File: config.mk
export PLATFORM = sky130hd
export DESIGN_NAME = top_req_gen_flat
export DESIGN_NICKNAME = d
export VERILOG_FILES = /design/src/rtl/top_req_gen_pkg.sv /design/src/rtl/top_req_gen_if.sv /design/src/rtl/top_req_gen_fifo.sv /design/src/rtl/top_req_gen.sv /design/src/flat_wrapper.sv
export SDC_FILE = /design/constraint.sdc
export NUM_CORES = 1
export LEC_CHECK = 0
export ABC_AREA = 1
export CORE_MARGIN = 3
export CORE_UTILIZATION = 48
export CTS_CLUSTER_DIAMETER = 100
export CTS_CLUSTER_SIZE = 12
export DETAILED_ROUTE_END_ITERATION = 8
export PLACE_DENSITY_LB_ADDON = 0.08
export SLEW_MARGIN = 20
export SYNTH_ARGS = -nofsm -noshare
export SYNTH_HDL_FRONTEND = slang
export SYNTH_HIERARCHICAL = 1
export SYNTH_SLANG_ARGS = --single-unit
File: constraint.sdc
create_clock -name clk -period 3.9 [get_ports clk]
set_input_delay 0.585 -clock clk [delete_from_list [all_inputs] [get_ports clk]]
set_output_delay 0.585 -clock clk [all_outputs]
set_load 0.01 [all_outputs]
File: src/rtl/top_req_gen_pkg.sv
// Shared types and constants for the request generator slice.
package top_if_pkg;
  localparam int ADDR_W      = 32;
  localparam int DEF_WIDTH   = 8;
  localparam int RSP_LAT_MAX = 8;

  typedef enum logic [0:0] {
    RUN   = 1'b0,
    FLUSH = 1'b1
  } state_e;
endpackage

File: src/rtl/top_req_gen_if.sv
// Command, consumer and response signals of the request generator.
interface top_req_gen_if
  import top_if_pkg::*;
#(
  parameter int WIDTH = DEF_WIDTH
);
  localparam int DEPTH = WIDTH + 2;
  localparam int LVL_W = $clog2(DEPTH + 1);

  logic              cmd_valid;
  logic              cmd_ready;
  logic [WIDTH-1:0]  cmd_data;
  logic              flush;
  logic [WIDTH-1:0]  data;
  logic              en;
  logic [ADDR_W-1:0] addr;
  logic              rsp_valid;
  logic              rsp_ready;
  logic [ADDR_W-1:0] rsp_addr;
  logic [LVL_W-1:0]  level;
  logic              busy;

  modport master (
    input  cmd_valid, cmd_data, flush, addr, rsp_ready,
    output cmd_ready, data, en, rsp_valid, rsp_addr, level, busy
  );

  modport slave (
    output cmd_valid, cmd_data, flush, addr, rsp_ready,
    input  cmd_ready, data, en, rsp_valid, rsp_addr, level, busy
  );
endinterface

File: src/rtl/top_req_gen_fifo.sv
// First-word-fall-through response FIFO with synchronous clear; handles any
// depth, not only powers of two.
module addr_rsp_fifo #(
  parameter int DW    = 32,
  parameter int DEPTH = 10,
  parameter int LW    = $clog2(DEPTH + 1)
) (
  input  logic          clk,
  input  logic          rst_n,
  input  logic          push,
  input  logic [DW-1:0] din,
  input  logic          pop,
  input  logic          clear,
  output logic [DW-1:0] dout,
  output logic          valid,
  output logic [LW-1:0] level
);
  localparam int AW = (DEPTH > 1) ? $clog2(DEPTH) : 1;

  logic [DW-1:0] mem_r [DEPTH];
  logic [AW-1:0] wr_ptr_r;
  logic [AW-1:0] rd_ptr_r;
  logic [LW-1:0] level_r;
  logic          push_ok_s;
  logic          pop_ok_s;

  function automatic logic [AW-1:0] nxt(input logic [AW-1:0] p);
    if (p == AW'(DEPTH - 1)) begin
      return {AW{1'b0}};
    end else begin
      return p + AW'(1);
    end
  endfunction

  // Qualify push/pop against current occupancy.
  always_comb begin
    pop_ok_s  = pop && (level_r != {LW{1'b0}});
    push_ok_s = push && ((level_r != LW'(DEPTH)) || pop_ok_s);
  end

  // Storage, pointers and occupancy.
  always_ff @(posedge clk or negedge rst_n) begin
    if (!rst_n) begin
      for (int i = 0; i < DEPTH; i++) mem_r[i] <= {DW{1'b0}};
      wr_ptr_r <= {AW{1'b0}};
      rd_ptr_r <= {AW{1'b0}};
      level_r  <= {LW{1'b0}};
    end else if (clear) begin
      wr_ptr_r <= {AW{1'b0}};
      rd_ptr_r <= {AW{1'b0}};
      level_r  <= {LW{1'b0}};
    end else begin
      if (push_ok_s) begin
        mem_r[wr_ptr_r] <= din;
        wr_ptr_r        <= nxt(wr_ptr_r);
      end
      if (pop_ok_s) begin
        rd_ptr_r <= nxt(rd_ptr_r);
      end
      level_r <= level_r + LW'(push_ok_s) - LW'(pop_ok_s);
    end
  end

  assign dout  = mem_r[rd_ptr_r];
  assign valid = (level_r != {LW{1'b0}});
  assign level = level_r;
endmodule

File: src/rtl/top_req_gen.sv
// Request generator: issues command words with an en strobe, captures the
// consumer's addr a fixed latency later and queues it for the response port.
module top_req_gen
  import top_if_pkg::*;
#(
  parameter int WIDTH   = DEF_WIDTH,
  parameter int RSP_LAT = 3
) (
  input  logic            clk,
  input  logic            rst_n,
  top_req_gen_if.master   bus
);
  localparam int DEPTH = WIDTH + 2;
  localparam int LW    = $clog2(DEPTH + 1);
  localparam int OW    = $clog2(RSP_LAT_MAX + 2);
  localparam int SW    = ((LW > OW) ? LW : OW) + 1;

  state_e             state_r;
  logic [WIDTH-1:0]   data_r;
  logic               en_r;
  logic [RSP_LAT-1:0] vld_r;
  logic [OW-1:0]      outstanding_s;
  logic [SW-1:0]      sum_s;
  logic               cmd_ready_s;
  logic               fire_s;
  logic               clear_s;
  logic               rsp_valid_s;
  logic               pop_s;
  logic               busy_s;
  logic               fifo_valid_s;
  logic [LW-1:0]      level_s;
  logic [ADDR_W-1:0]  head_s;

  // Responses in flight: the live strobe plus every set pipeline stage.
  always_comb begin
    outstanding_s = {{(OW-1){1'b0}}, en_r};
    for (int i = 0; i < RSP_LAT; i++) begin
      outstanding_s = outstanding_s + {{(OW-1){1'b0}}, vld_r[i]};
    end
  end

  // Credit and handshake qualification, derived from registered state only.
  always_comb begin
    sum_s = SW'(level_s) + SW'(outstanding_s);
    if ((state_r == RUN) && (sum_s < SW'(DEPTH))) begin
      cmd_ready_s = 1'b1;
    end else begin
      cmd_ready_s = 1'b0;
    end
    fire_s      = bus.cmd_valid && cmd_ready_s;
    rsp_valid_s = (state_r == RUN) && fifo_valid_s;
    pop_s       = bus.rsp_ready && rsp_valid_s;
    clear_s     = (state_r == FLUSH) && (outstanding_s == {OW{1'b0}});
    busy_s      = (outstanding_s != {OW{1'b0}}) || (state_r == FLUSH);
  end

  // Issue register, in-flight pipeline and RUN/FLUSH control.
  always_ff @(posedge clk or negedge rst_n) begin
    if (!rst_n) begin
      state_r <= RUN;
      data_r  <= {WIDTH{1'b0}};
      en_r    <= 1'b0;
      vld_r   <= {RSP_LAT{1'b0}};
    end else begin
      en_r <= fire_s;
      if (fire_s) begin
        data_r <= bus.cmd_data;
      end
      vld_r[0] <= en_r;
      for (int i = 1; i < RSP_LAT; i++) vld_r[i] <= vld_r[i-1];
      case (state_r)
        RUN:     state_r <= bus.flush ? FLUSH : RUN;
        FLUSH:   state_r <= clear_s ? RUN : FLUSH;
        default: state_r <= RUN;
      endcase
    end
  end

  addr_rsp_fifo #(
    .DW    (ADDR_W),
    .DEPTH (DEPTH),
    .LW    (LW)
  ) u_fifo (
    .clk   (clk),
    .rst_n (rst_n),
    .push  (vld_r[RSP_LAT-1]),
    .din   (bus.addr),
    .pop   (pop_s),
    .clear (clear_s),
    .dout  (head_s),
    .valid (fifo_valid_s),
    .level (level_s)
  );

  assign bus.cmd_ready = cmd_ready_s;
  assign bus.data      = data_r;
  assign bus.en        = en_r;
  assign bus.rsp_valid = rsp_valid_s;
  assign bus.rsp_addr  = head_s;
  assign bus.level     = level_s;
  assign bus.busy      = busy_s;
endmodule

File: src/flat_wrapper.sv
// flat-port wrapper written by rule: the top's interface ports become plain ports
module top_req_gen_flat import top_if_pkg::*;
#(
  parameter int WIDTH   = DEF_WIDTH,
  parameter int RSP_LAT = 3
)
  (clk, rst_n, bus_cmd_valid, bus_cmd_data, bus_flush, bus_addr, bus_rsp_ready, bus_cmd_ready, bus_data, bus_en, bus_rsp_valid, bus_rsp_addr, bus_level, bus_busy);
  top_req_gen_if #(.WIDTH(WIDTH)) bus_i ();
  input  logic clk;
  input  logic rst_n;
  input wire logic [$bits(bus_i.cmd_valid)-1:0] bus_cmd_valid;
  input wire logic [$bits(bus_i.cmd_data)-1:0] bus_cmd_data;
  input wire logic [$bits(bus_i.flush)-1:0] bus_flush;
  input wire logic [$bits(bus_i.addr)-1:0] bus_addr;
  input wire logic [$bits(bus_i.rsp_ready)-1:0] bus_rsp_ready;
  output wire logic [$bits(bus_i.cmd_ready)-1:0] bus_cmd_ready;
  output wire logic [$bits(bus_i.data)-1:0] bus_data;
  output wire logic [$bits(bus_i.en)-1:0] bus_en;
  output wire logic [$bits(bus_i.rsp_valid)-1:0] bus_rsp_valid;
  output wire logic [$bits(bus_i.rsp_addr)-1:0] bus_rsp_addr;
  output wire logic [$bits(bus_i.level)-1:0] bus_level;
  output wire logic [$bits(bus_i.busy)-1:0] bus_busy;
  assign bus_i.cmd_valid = bus_cmd_valid;
  assign bus_i.cmd_data = bus_cmd_data;
  assign bus_i.flush = bus_flush;
  assign bus_i.addr = bus_addr;
  assign bus_i.rsp_ready = bus_rsp_ready;
  assign bus_cmd_ready = bus_i.cmd_ready;
  assign bus_data = bus_i.data;
  assign bus_en = bus_i.en;
  assign bus_rsp_valid = bus_i.rsp_valid;
  assign bus_rsp_addr = bus_i.rsp_addr;
  assign bus_level = bus_i.level;
  assign bus_busy = bus_i.busy;
  top_req_gen #(.WIDTH(WIDTH), .RSP_LAT(RSP_LAT)) u_core (.clk(clk), .rst_n(rst_n), .bus(bus_i));
endmodule
==> results.json <==
{
  "cp.required_ns": 3.31,
  "io_buffers": 92,
  "synth_top_family_by_area": "simple AND/OR/NAND/NOR gates",
  "hp-class": "input port to async pin",
  "cts_buffers": 34,
  "cts-root-buf": "clkbuf_16",
  "fmax_mhz": 277,
  "path_class": "flip-flop to output pin",
  "final.setup.tns_ns": 0,
  "crit_end": "bus_rsp_addr[15]",
  "hold_viol_final": 0,
  "overflow": 0,
  "slowest_stage": "clkdlybuf4s50_1",
  "antenna_found_initial": 4,
  "cp_top_family": "buffers and inverters",
  "gp_routability_congestion": 0.836,
  "layout_common_cells": "nand2_1 (1171), nand3_1 (523), dfrtp_1 (342), inv_1 (209), clkdlybuf4s50_1 (90)",
  "yosysWarnings": 6,
  "track_usage_pct": 30.6,
  "met3WireLength_um": 5140,
  "firstDrtPassIters": 5,
  "dp_hpwl_um": 34900,
  "core_region_area_sq_um": 36700,
  "async_reset_ff_share_pct": 100,
  "ant_nets": 0,
  "maxCapViolCount": 0,
  "final.fill_count": 3564,
  "end_kind": "output pin",
  "drc_errors": 0,
  "synth-seq-cells": 345,
  "cts_max_path_buffers": 3,
  "p_leak_nw": 11.0,
  "grt_pass1_vias": 15763,
  "status": "finished, final reports clean",
  "finalClockSkew_ns": 0.0261,
  "fp.dieW_um": 199,
  "insertion_delay_ns": 0.52,
  "syn_to_final_growth_pct": 12.8,
  "cp_cell_sequence": "buf_4, buf_4, nand3_1, nand3_1, nand3_1, nand2_1, clkdlybuf4s50_1",
  "dieArea_sq_um": 39700,
  "cp-start-kind": "flip-flop",
  "pin_count": 93,
  "wl_um": 59900,
  "regToRegEndpoint": "u_core/u_fifo/mem_r[123]",
  "synthFlopType": "dfrtp_1",
  "final_common_cell": "nand2_1",
  "timing.final.crit_share_pct": 92.6,
  "crit_top_cell": "nand3_1",
  "cts.clk_slew.worst_paths_ns": 0.06,
  "tightest_slew_ns": 0.962,
  "critPathBufInv": 3,
  "grt_max_degree": 135,
  "multi_input_area_sq_um": 7700,
  "yosys.area_share.simple_pct": 40.9,
  "synth_seq_area_share_pct": 48.1,
  "placed_cells_incl_taps": 2961,
  "regArea_sq_um": 8640,
  "syn-num-nets": 2590,
  "max_stage_delay_ns": 0.62,
  "netlist_instances": 2530,
  "synth.mux.area_fraction_pct": 0,
  "grt_pass1_wl_um": 93200,
  "fp-row-count": 70,
  "synth_compound_area_share_pct": 0.321,
  "final_area_sq_um": 20200,
  "synthXorXnorAreaFrac_pct": 0.0977,
  "powerDensity_nw_per_um2": 700,
  "ff2ff_path_depth": 11,
  "worstPathMaxFanout": 43,
  "cp.depth": 7,
  "synth-adder-area-share_pct": 1.17,
  "avgSynthCellArea_sq_um": 7.09,
  "wl_met1_um": 25800,
  "final-max-slew-violation-count": 0,
  "final_net_count": 2590,
  "synth_top_area_share_pct": 48.1,
  "fp.dieH_um": 199,
  "crit_start": "u_core/u_fifo/rd_ptr_r[1]",
  "ctsHoldBuffers": 0,
  "cp.arrival_ns": 3.03,
  "cts_tree": "yes",
  "fin_cells": 3003,
  "power_w": 0.0142,
  "r2r-start": "u_core/bus.en",
  "cts.sinks": 345,
  "slew-limit-headroom_pct": 35.7,
  "top_layer": "met5",
  "synth_area_sq_um": 17900,
  "htree_levels": 2,
  "avgViaCountPerCell": 5.47,
  "ys_types": 31,
  "vias": 16421,
  "synth_largest_area_cell": "dfrtp_1",
  "wl_per_cell_um": 19.9,
  "dpl-instance-area_sq_um": 19300,
  "setup_viol": 0,
  "fin_crit_ns": 3.61,
  "rsz0062_at_grt": "false",
  "drt_iter0_drc": 1592,
  "start_util_pct": 48.9,
  "drive_gt1_share_pct": 5.41,
  "peakVddDrop_v": 0.000629,
  "synth.area.top_cells": "dfrtp_1 (48%), nand2_1 (25%), nand3_1 (15%)",
  "wl_met2_um": 26900,
  "synth_edf_count": 0,
  "reg2reg_slack_ns": 0.80
}
==> flip-flops by register name (all words and copies together), names as in the netlist <==
signal and flops:
u_core/bus.data 8, u_core/u_fifo/level 4, u_core/u_fifo/mem_r 320, u_core/u_fifo/rd_ptr_r 4, u_core/state_r 1, u_core/vld_r 3, u_core/u_fifo/wr_ptr_r 4, u_core/bus.en 1
==> repair_timing <==
item / 4_1_cts / 5_1_grt
endpoints found under the setup margin: 1 / 1
buffers inserted: 1 / 0
pin swaps: 1 / 0
gates resized for setup: 1 / 1
==> stage by stage <==
step	worst slack (ns)	hold slack [ns]	utilization, %
floorplan	0.772	0.289	-
global placement	0.450	0.386	52.6
detailed placement	0.432	0.373	52.6
CTS	0.0179	0.135	55.1
global route	0.175	0.172	55.1
finish	0.288	0.0946	55.1
==> layer usage <==
layer  up-vias  GRT usage (%)
li1       7798              -
met1      7850           42.7
met2       641           47.5
met4         6           10.0
met3       126           7.17
met5         -              0
==> synthesized netlist by cell type (3+ instances only) <==
| cell | number |
|---|---|
| ha_1 | 12 |
| buf_2 | 93 |
| nand2_1 | 1171 |
| nand2_2 | 7 |
| clkbuf_1 | 83 |
| inv_2 | 7 |
| nor2_1 | 19 |
| o21ai_0 | 5 |
| buf_4 | 3 |
| fa_1 | 3 |
| dfrtp_1 | 345 |
| a21oi_1 | 3 |
| nor2_2 | 6 |
| nand3_1 | 523 |
| buf_1 | 10 |
| nand4_1 | 12 |
| inv_1 | 210 |
==> how the worst min path moves through the flow <==
stage | startpoint | to | slack [ns] | depth (start not counted)
after floorplan | rst_n | u_core/bus.data[0] | 0.29 | 0
after global placement | u_core/vld_r[1] | u_core/vld_r[2] | 0.39 | 0
after detailed placement | u_core/vld_r[1] | u_core/vld_r[2] | 0.37 | 0
after CTS | rst_n | u_core/u_fifo/mem_r[234] | 0.14 | 1
after global routing | rst_n | u_core/u_fifo/mem_r[118] | 0.17 | 1
final | rst_n | u_core/u_fifo/mem_r[118] | 0.09 | 1
==> cell type report <==
class | count | share of cell area, %
multi-input combinational | 1775 | 38.1
inverter | 219 | 4.08
antenna | 1 | 0.0124
sequential | 345 | 42.7
clock buffer | 38 | 4.38
tap | 468 | 2.89
clock inverter | 2 | 0.0680
timing repair buffer | 155 | 7.79
==> power by group <==
| group | internal [W] | switching (W) | total (W) |
|---|---|---|---|
| combinational | 0.00214 | 0.00425 | 0.00639 |
| clock | 0.00160 | 0.00136 | 0.00295 |
| sequential | 0.00437 | 0.000452 | 0.00482 |
| total | 0.00811 | 0.00606 | 0.0142 |
==> kinds of logic after synthesis <==
kind of cell | after synthesis
flip-flops | 345
AND/OR/NAND/NOR | 1748
AO/OA/AOI/OAI | 10
buffers and inverters | 410
adder cells (fa/ha/maj) | 15
XOR/XNOR | 2
Power figures use the tool's default switching activity.
